--- config.mk ---
export PLATFORM = sky130hd
export DESIGN_NAME = shervi_run_sequencer
export DESIGN_NICKNAME = d
export VERILOG_FILES = /design/src/rtl/shervi_pkg.sv /design/src/rtl/shervi_slot_rf.sv /design/src/rtl/shervi_run_sequencer.sv
export SDC_FILE = /design/constraint.sdc
export NUM_CORES = 1
export LEC_CHECK = 0
export BUFFER_PORTS_ARGS = -buffer_cell sky130_fd_sc_hd__buf_2
export CAP_MARGIN = 20
export CORE_ASPECT_RATIO = 0.8
export CORE_MARGIN = 2
export CORE_UTILIZATION = 60
export DETAILED_ROUTE_END_ITERATION = 6
export MAX_ROUTING_LAYER = met4
export PLACE_DENSITY = 0.81
export SKIP_LAST_GASP = 1
export SYNTH_ARGS = -nofsm -noshare
export SYNTH_HDL_FRONTEND = slang
export SYNTH_SLANG_ARGS = --single-unit
--- constraint.sdc ---
create_clock -name CLK -period 10.5 [get_ports CLK]
set_input_delay 1.05 -clock CLK [delete_from_list [all_inputs] [get_ports CLK]]
set_output_delay 1.05 -clock CLK [all_outputs]
set_load 0.05 [all_outputs]
--- src/rtl/shervi_pkg.sv ---
// Shared types and constants for the SHERVI run sequencer.
package shervi_pkg;

  localparam int DATA_W_DEFAULT = 16;

  typedef enum logic [1:0] {
    IDLE,
    HOLD,
    RUN,
    DONE
  } seq_state_t;

  // Slot index width; a single-slot build still needs a one-bit address.
  function automatic int idx_width(input int num);
    return (num > 1) ? $clog2(num) : 1;
  endfunction

endpackage

--- src/rtl/shervi_slot_rf.sv ---
// Small slot register file: one synchronous write port, one combinational read port,
// asynchronous reset plus a synchronous clear of every slot.
module shervi_slot_rf #(
  parameter int W  = 16,
  parameter int AW = 2
) (
  input  logic          CLK,
  input  logic          reset,
  input  logic          clr_i,
  input  logic          we_i,
  input  logic [AW-1:0] waddr_i,
  input  logic [W-1:0]  wdata_i,
  input  logic [AW-1:0] raddr_i,
  output logic [W-1:0]  rdata_o
);

  // Full address space is backed so no out-of-range guard is needed on either port.
  localparam int DEPTH = 2 ** AW;

  logic [W-1:0] mem_q [DEPTH];

  // NOTE: every slot is reset because callers rely on reading zeros before any write.
  always_ff @(posedge CLK or posedge reset) begin
    if (reset) begin
      for (int i = 0; i < DEPTH; i++) mem_q[i] <= '0;
    end else if (clr_i) begin
      for (int i = 0; i < DEPTH; i++) mem_q[i] <= '0;
    end else if (we_i) begin
      mem_q[waddr_i] <= wdata_i;
    end
  end

  assign rdata_o = mem_q[raddr_i];

endmodule

--- src/rtl/shervi_run_sequencer.sv ---
// Run controller for one SHERVIModule: for each arg slot, hold the core in reset, apply the
// arg, release reset and capture the first non-zero return or flag a timeout.
module shervi_run_sequencer
  import shervi_pkg::*;
#(
  parameter int DATA_W     = DATA_W_DEFAULT,
  parameter int NUM_VEC    = 4,
  parameter int RST_CYCLES = 5,
  parameter int TIMEOUT    = 65535,
  localparam int IDX_W     = idx_width(NUM_VEC)
) (
  input  logic              CLK,
  input  logic              reset,
  input  logic              start,
  input  logic              vec_we,
  input  logic [IDX_W-1:0]  vec_waddr,
  input  logic [DATA_W-1:0] vec_wdata,
  output logic              dut_reset,
  output logic [DATA_W-1:0] dut_arg,
  input  logic [DATA_W-1:0] dut_return,
  input  logic [IDX_W-1:0]  res_raddr,
  output logic [DATA_W-1:0] res_rdata,
  output logic              res_to,
  output logic              busy,
  output logic              done,
  output logic [IDX_W:0]    err_count
);

  localparam int CNT_MAX = (TIMEOUT > RST_CYCLES) ? TIMEOUT : RST_CYCLES;
  localparam int CNT_W   = $clog2(CNT_MAX + 1);
  localparam logic [CNT_W-1:0] HOLD_LAST = CNT_W'(RST_CYCLES - 1);
  localparam logic [CNT_W-1:0] RUN_LAST  = CNT_W'(TIMEOUT - 1);
  localparam logic [IDX_W-1:0] IDX_LAST  = IDX_W'(NUM_VEC - 1);

  seq_state_t        state_q, state_d;
  logic [IDX_W-1:0]  idx_q, idx_d;
  logic [CNT_W-1:0]  cnt_q, cnt_d;
  logic [IDX_W:0]    err_q, err_d;
  logic [DATA_W-1:0] arg_q, arg_d;

  logic              accept_start;
  logic              ret_seen;
  logic              run_end;
  logic              last_idx;
  logic [IDX_W-1:0]  arg_raddr;
  logic [DATA_W-1:0] arg_rdata;
  logic [DATA_W-1:0] arg_load;
  logic [DATA_W:0]   res_wdata;
  logic [DATA_W:0]   res_rd;

  assign accept_start = (state_q == IDLE) && start;
  assign ret_seen     = (dut_return != '0);
  assign run_end      = (state_q == RUN) && (ret_seen || (cnt_q == RUN_LAST));
  assign last_idx     = (idx_q == IDX_LAST);

  // The arg for the next run is fetched while leaving IDLE (slot 0) or RUN (slot idx+1);
  // a write landing in the same cycle as start is forwarded so the run sees it.
  assign arg_raddr = (state_q == IDLE) ? '0 : idx_q + 1'b1;
  assign arg_load  = ((state_q == IDLE) && vec_we && (vec_waddr == '0)) ? vec_wdata : arg_rdata;

  shervi_slot_rf #(
    .W  (DATA_W),
    .AW (IDX_W)
  ) u_arg_rf (
    .CLK     (CLK),
    .reset   (reset),
    .clr_i   (1'b0),
    .we_i    (vec_we && (state_q == IDLE)),
    .waddr_i (vec_waddr),
    .wdata_i (vec_wdata),
    .raddr_i (arg_raddr),
    .rdata_o (arg_rdata)
  );

  // Result slots carry the timeout flag as an extra MSB.
  assign res_wdata = ret_seen ? {1'b0, dut_return} : {1'b1, {DATA_W{1'b0}}};

  shervi_slot_rf #(
    .W  (DATA_W + 1),
    .AW (IDX_W)
  ) u_res_rf (
    .CLK     (CLK),
    .reset   (reset),
    .clr_i   (accept_start),
    .we_i    (run_end),
    .waddr_i (idx_q),
    .wdata_i (res_wdata),
    .raddr_i (res_raddr),
    .rdata_o (res_rd)
  );

  assign {res_to, res_rdata} = res_rd;

  // NOTE: sequential state uses non-blocking assignments so every flop samples pre-edge values.
  always_ff @(posedge CLK or posedge reset) begin
    if (reset) begin
      state_q <= IDLE;
      idx_q   <= '0;
      cnt_q   <= '0;
      err_q   <= '0;
      arg_q   <= '0;
    end else begin
      state_q <= state_d;
      idx_q   <= idx_d;
      cnt_q   <= cnt_d;
      err_q   <= err_d;
      arg_q   <= arg_d;
    end
  end

  // NOTE: each combinational process assigns defaults first so no path infers a latch.
  always_comb begin
    state_d = state_q;
    unique case (state_q)
      IDLE:    if (start) state_d = HOLD;
      HOLD:    if (cnt_q == HOLD_LAST) state_d = RUN;
      RUN:     if (run_end) state_d = last_idx ? DONE : HOLD;
      DONE:    state_d = IDLE;
      default: state_d = IDLE;
    endcase
  end

  always_comb begin
    idx_d = idx_q;
    cnt_d = cnt_q;
    err_d = err_q;
    arg_d = arg_q;
    unique case (state_q)
      IDLE: begin
        if (start) begin
          idx_d = '0;
          cnt_d = '0;
          err_d = '0;
          arg_d = arg_load;
        end
      end
      HOLD: cnt_d = (cnt_q == HOLD_LAST) ? '0 : cnt_q + 1'b1;
      RUN: begin
        cnt_d = cnt_q + 1'b1;
        if (run_end) begin
          cnt_d = '0;
          if (!ret_seen) err_d = err_q + 1'b1;
          if (!last_idx) begin
            idx_d = idx_q + 1'b1;
            arg_d = arg_load;
          end
        end
      end
      default: ;
    endcase
  end

  always_comb begin
    dut_reset = (state_q != RUN);
    busy      = (state_q != IDLE);
    done      = (state_q == DONE);
  end

  assign dut_arg   = arg_q;
  assign err_count = err_q;

endmodule

==> out/metrics.cfg, run 1 <==
[routing]
drtIter0Drc=494
via_per_inst=6.23
wl_per_cell_um=20.0
postRouteAntennaNets=0
first_pass_iters=5
routed_wl_um=18200
vias=5666
drc=0

[sta]
fin_crit_ps=3430
fmax_mhz=292
fin_tns_setup_ps=0
hold_viol=0
slew_viol_final=0
fin_skew_ps=8.20
relSlewSlack_pct=34.6
setup_viol=0
worst-slew-pin-transition_ps=980
min_period_over_period_pct=32.7
grt_setup_unrepaired=false

[setup_path]
path_class=input port to primary output
cp_max_fo=17
worstPathRequired_ps=9450
crit_path_end_kind=primary output
critPathLaunchType=input port
arrival_ps=2380

[layout]
syn2layout_area_growth_pct=14.5
drive_gt1_share_pct=30.5
final_util_pct=70.7
nNetsFinal=774

[die]
die_w_um=133
die_y_um=107
start_util_pct=61.8
dieArea_sq_um=14300
fp-row-count=37
boundaryPins=79
coreArea_sq_um=13000

[pwr]
max-vdd-ir-drop_uv=243
powerDensity_nw_per_um2=319
leakagePower_nw=4.30

[flow_run]
max_cap_violations=0

[hold_path]
worstHoldPathType=register to register

[global_routing]
grt_max_degree=95
grt_overflow=0
grt_first_pass_wirelength_um=29500
grt_pass1_vias=5728
antenna_found_initial=1
grt_use_total_pct=27.6

[cts]
cts_buffers=17
cts_sinks=171
cts_tree=done
hold_buffers=0
cts_setup_buffers=0
clockRootBuffer=clkbuf_16
cts_buffer_depth=2
clk_pin_slew_worst_paths_ps=60
post_cts_resized=0
worstSkewPairLatency_ps=420
cts.htree.levels=4

[place]
place.port_buffers=78
gp_congestion=0.898
place_hpwl_um=11900

[yosys]
syn_area_sq_um=8010
synth_top_area_cell=dfrtp_1
synth_top_area_share_pct=53.4
ys.flop_type=dfrtp_1
syn-num-nets=706
synth-seq-area-share_pct=53.4
syn-mean-instance-area_sq_um=12.3
synth.area.top_cells=dfrtp_1 53%, mux2_2 9.8%, a22o_1 7.1%
postSynthCellCount=653
async_reset_ff_share_pct=100
yosys_warnings=0
yosys-top-cells-count=171 x dfrtp_1, 78 x nand2_1, 70 x mux2_2
synth_edf_count=0
yosysMostFrequentCell=dfrtp_1
synthDistinctLibCells=50
ys_seq_elements=171

[run_status]
outcome=finished clean

==> critical path, cell delays in order <==
cell and delay, ps:
buf_2 480, mux4_2 610, buf_2 230
==> cell type report <==
type	count	area, sq um
Inverter	11	46.3
Timing Repair Buffer	87	493
Fill cell	898	3790
Clock inverter	5	55.1
Sequential cell	171	4280
Multi-Input combinational cell	433	3540
Antenna cell	1	2.50
Clock buffer	27	533
Tap cell	175	219
==> final timing paths <==
| kind | slack [ps] | startpoint | to | cells past startpoint |
|---|---|---|---|---|
| min in group asynchronous | 770 | reset | u_arg_rf.mem_q[53] | 2 |
| hold reg to reg | 490 | u_arg_rf.mem_q[49] | u_arg_rf.mem_q[49] | 2 |
| hold / removal | 490 | u_arg_rf.mem_q[49] | u_arg_rf.mem_q[49] | 2 |
| max in group asynchronous | 8240 | reset | cnt_q[10] | 3 |
| setup reg to reg | 7490 | cnt_q[0] | dut_arg[13] | 7 |
| setup / recovery | 7070 | res_raddr[0] | res_rdata[4] | 3 |
==> logic make-up (layout without fill, tap and decap cells) <==
| logic type | count (synthesis) | count (layout) | share of synthesized area, % |
|---|---|---|---|
| and+or+nand+nor | 160 | 160 | 9.42 |
| adders and majority gates | 13 | 13 | 2.03 |
| DFF | 171 | 171 | 53.4 |
| muxes | 116 | 116 | 18.9 |
| other | 0 | 1 | 0 |
| buffers and inverters | 49 | 130 | 2.53 |
| AOI/OAI and AO/OA | 132 | 132 | 12.4 |
| xor gates and xnor gates | 12 | 12 | 1.31 |
==> placed cells by master, fill, tap and decap left out, types with 3 or more instances in the layout <==
cell type and instances:
dfrtp_1 171, nand2_1 78, buf_2 78, mux2_2 70
a22o_1 65, o21ai_0 39, nor2_1 25, mux2i_1 19
mux4_2 17, clkbuf_16 17, ha_1 13, nand3_1 11
mux2_4 10, inv_1 9, nor4_1 8, xor2_1 7
clkbuf_8 7, nand4_1 6, a21oi_1 6, buf_4 6
and2_1 5, nor3_1 5, xnor2_1 5, a32o_1 4
a21boi_1 3, and3_1 3, clkbuf_1 3
==> per-layer routing <==
| metal | part of all wire, % | GRT usage, % | vias to the layer above |
|---|---|---|---|
| met1 | 44 | 35.0 | 2909 |
| met3 | 5.9 | 6.64 | 16 |
| met4 | 0.87 | 8.74 | 0 |
| met2 | 49 | 44.6 | 194 |
| li1 | - | - | 2547 |
| met5 | 0 | - | - |
==> report_power, final <==
group,internal (mW),switching [mW],total [mW]
Sequential,0.917,0.149,1.07
Combinational,0.534,0.716,1.25
Clock,0.370,0.242,0.613
==> metrics by stage <==
stage               hold slack, ps  cells  power (mW)  instance area [sq um]  setup slack [ps]
finish                         486    910        2.93                   9170              7070
global route                   511    910        3.09                   9170              6990
CTS                            481    907        2.93                   9140              7040
detailed placement             465    875        2.31                   8550              7070
global placement               453    874        2.22                   8520              7160
floorplan                      442    653        2.01                   8010              4820
==> state kept, by name, indices dropped and copies added (netlist names) <==
register and count:
idx_q 2, err_count 3, u_arg_rf.mem_q 64, state_q 2
dut_arg 16, cnt_q 16, u_res_rf.mem_q 68
(Power assumes the default switching activity.)
==> inputs of run 2 (changes only) <==
Settings changed: CORE_UTILIZATION 60 to 59, PLACE_DENSITY 0.81 to 0.8.
Clock period 10.5 ns to 3.47 ns, I/O delays scaled along.
==> run 2 against run 1 <==
Effect of this change: sequential power rose to 3.0 times the previous value; clock skew up 2.2 ps; total power rose to 3.1 times the previous value; cell count up 1.5%; core utilization down 1.2 points; flip-flop and latch count unchanged; highest routed layer unchanged; largest power group unchanged; register-to-register slack worse by 6800 ps.
==> out/metrics.cfg, run 2 (synthesized netlist as in run 1, its figures left out) <==
[run_status]
outcome=finished clean

[pwr]
max-vdd-ir-drop_uv=632  ; +160%
p_int_mw=5.80  ; +220%
powerDensity_nw_per_um2=984  ; +210%
pwr-share-comb_pct=40.7  ; -2.0 points
sequentialPowerShare_pct=35.4  ; -1.0 points
clkPwrFrac_pct=23.9  ; +3.0 points
p_sw_mw=3.38  ; +210%
p_total_mw=9.18  ; +210%
leakagePower_nw=4.39  ; +2.2%
swShare_pct=36.8  ; -0.99 points

[sta]
hold_viol=0  ; unchanged
slew_viol_final=0  ; unchanged
worst-slew-pin-transition_ps=977  ; -2.84 ps
setup_viol=0  ; unchanged
relSlewSlack_pct=34.7  ; +0.12 points
grt_setup_unrepaired=false
fmax_mhz=364
min_period_over_period_pct=79.1
fin_skew_ps=10.4  ; +2.16 ps
fin_crit_ps=2740
fin_tns_setup_ps=0  ; unchanged

[setup_path]
critical_path.cell_chain=inv_1 > ha_1 > nand4_1 > or4_1 > a211o_1 > a21oi_4 > buf_4 > mux2_2
path_class=register to register
max_stage_delay_ps=590  ; -20 ps
worstPathRequired_ps=3790  ; -5660 ps
r2r_cells=8  ; +1
worst-path-stages=8  ; +5
arrival_ps=3060  ; +680 ps
cp_max_fo=16  ; -1
cp_slowest_cell=or4_1
worst-path-buf-inv=2  ; unchanged
crit_family=simple AND/OR/NAND/NOR gates
crit_path_end_kind=register
critPathLaunchType=register

[global_routing]
grt_overflow=0  ; unchanged
antenna_found_initial=1  ; unchanged
grt_use_total_pct=28.1  ; +0.51 points
grt_first_pass_wirelength_um=30300  ; +2.7%
grt_pass1_vias=5950  ; +3.9%
grt_max_degree=56  ; -41%

[routing]
wl_per_cell_um=20.3  ; +1.7%
first_pass_iters=5  ; unchanged
postRouteAntennaNets=0  ; unchanged
vias=5762  ; +1.7%
routed_wl_um=18800  ; +3.2%
drc=0  ; unchanged
via_per_inst=6.24  ; +0.15%
drtIter0Drc=467  ; -5.5%

[cts]
cts_tree=done
post_cts_resized=0  ; unchanged
hold_buffers=0  ; unchanged
cts_setup_buffers=0  ; unchanged
cts_sinks=171  ; unchanged
clk_pin_slew_worst_paths_ps=60  ; about the same
cts_buffer_depth=2  ; unchanged
worstSkewPairLatency_ps=440  ; +20 ps
cts_buffers=17  ; unchanged
clockRootBuffer=clkbuf_16
cts.htree.levels=4  ; unchanged

[layout]
nNetsFinal=783  ; +1.2%
layout_common_cells=171 x dfrtp_1, 78 x nand2_1, 78 x buf_2, 70 x mux2_2, 65 x a22o_1
final_util_pct=69.6  ; -1.2 points
finalInstanceArea_sq_um=9330  ; +1.7%
syn2layout_area_growth_pct=16.4
final_cell_count_no_fill=924  ; +1.5%
regMostFlops=u_res_rf.mem_q
drive_gt1_share_pct=31.5  ; +0.98 points
final_common_cell=dfrtp_1
fillers=926  ; +3.1%
largest_reg_flops=68  ; unchanged
reg.largest.list=u_res_rf.mem_q x68, u_arg_rf.mem_q x64

[die]
boundaryPins=79  ; unchanged
fp-row-count=38  ; +2.7%
start_util_pct=59.7  ; -2.1 points
dieArea_sq_um=14500  ; +1.6%
die_w_um=134  ; +0.82%
die_y_um=108  ; +0.82%
coreArea_sq_um=13400  ; +3.4%

[place]
place_hpwl_um=11700  ; -1.2%
gp_congestion=0.856  ; -4.7%
dp_cells=890  ; +1.7%
place.port_buffers=78  ; unchanged
placed_area_sq_um=8610  ; +0.78%

[flow_run]
max_cap_violations=0  ; unchanged

[hold_path]
worstHoldPathType=input port to asynchronous set/reset pin

-- run 2: layer usage --
metal / GRT usage [%] / routed length (um)
met1: 34.9 / 7880
met2: 46.5 / 9520
met3: 6.84 / 1180
met4: 7.89 / 199
met5: - / 0
-- run 2: cell type report --
type | instances | area, sq um | area share, %
clock buffers | 21 | 480 | 5.15
well taps | 180 | 225 | 2.42
multi-input cells | 433 | 3530 | 37.9
inverters | 11 | 45.0 | 0.483
flip-flops and latches | 171 | 4280 | 45.9
diodes | 1 | 2.50 | 0.0268
clock inverters | 11 | 213 | 2.28
repair buffers | 96 | 546 | 5.85
-- run 2: path summary, 6_finish.rpt --
| check | from | endpoint | slack, ps |
|---|---|---|---|
| max | cnt_q[0] | dut_arg[14] | 730 |
| min | reset | state_q[0] | 120 |
| max reg2reg | cnt_q[0] | dut_arg[14] | 730 |
| min reg2reg | u_arg_rf.mem_q[55] | u_arg_rf.mem_q[55] | 480 |
| max in group asynchronous | reset | u_arg_rf.mem_q[14] | 2440 |
| min in group CLK | vec_wdata[0] | u_arg_rf.mem_q[48] | 170 |
-- run 2: power by group through the flow --
| stage | combinational (mW) | sequential, mW | clock (mW) |
|---|---|---|---|
| final | 3.73 | 3.25 | 2.20 |
| after global routing | 4.04 | 3.32 | 2.31 |
| after CTS | 3.74 | 3.23 | 2.22 |
| after detailed placement | 3.71 | 3.25 | 0 |
| after global placement | 3.55 | 3.19 | 0 |
| after floorplan | 2.66 | 3.41 | 0 |
-- run 2: worst reg2reg max path, stage by stage (launching register included) --
cell	delay, ps
dfrtp_1	400
inv_1	130
ha_1	160
nand4_1	140
or4_1	590
a211o_1	380
a21oi_4	140
buf_4	310
mux2_2	390
-- run 2: through the flow --
| stage | hold WS (ps) | worst slack (ps) |
|---|---|---|
| 6_report | 120 | 726 |
| 5_1_grt | 189 | 600 |
| 4_1_cts | 158 | 688 |
| 3_5_place_dp | 467 | 733 |
| 3_3_place_gp | 453 | 857 |
| 2_1_floorplan | 442 | 940 |
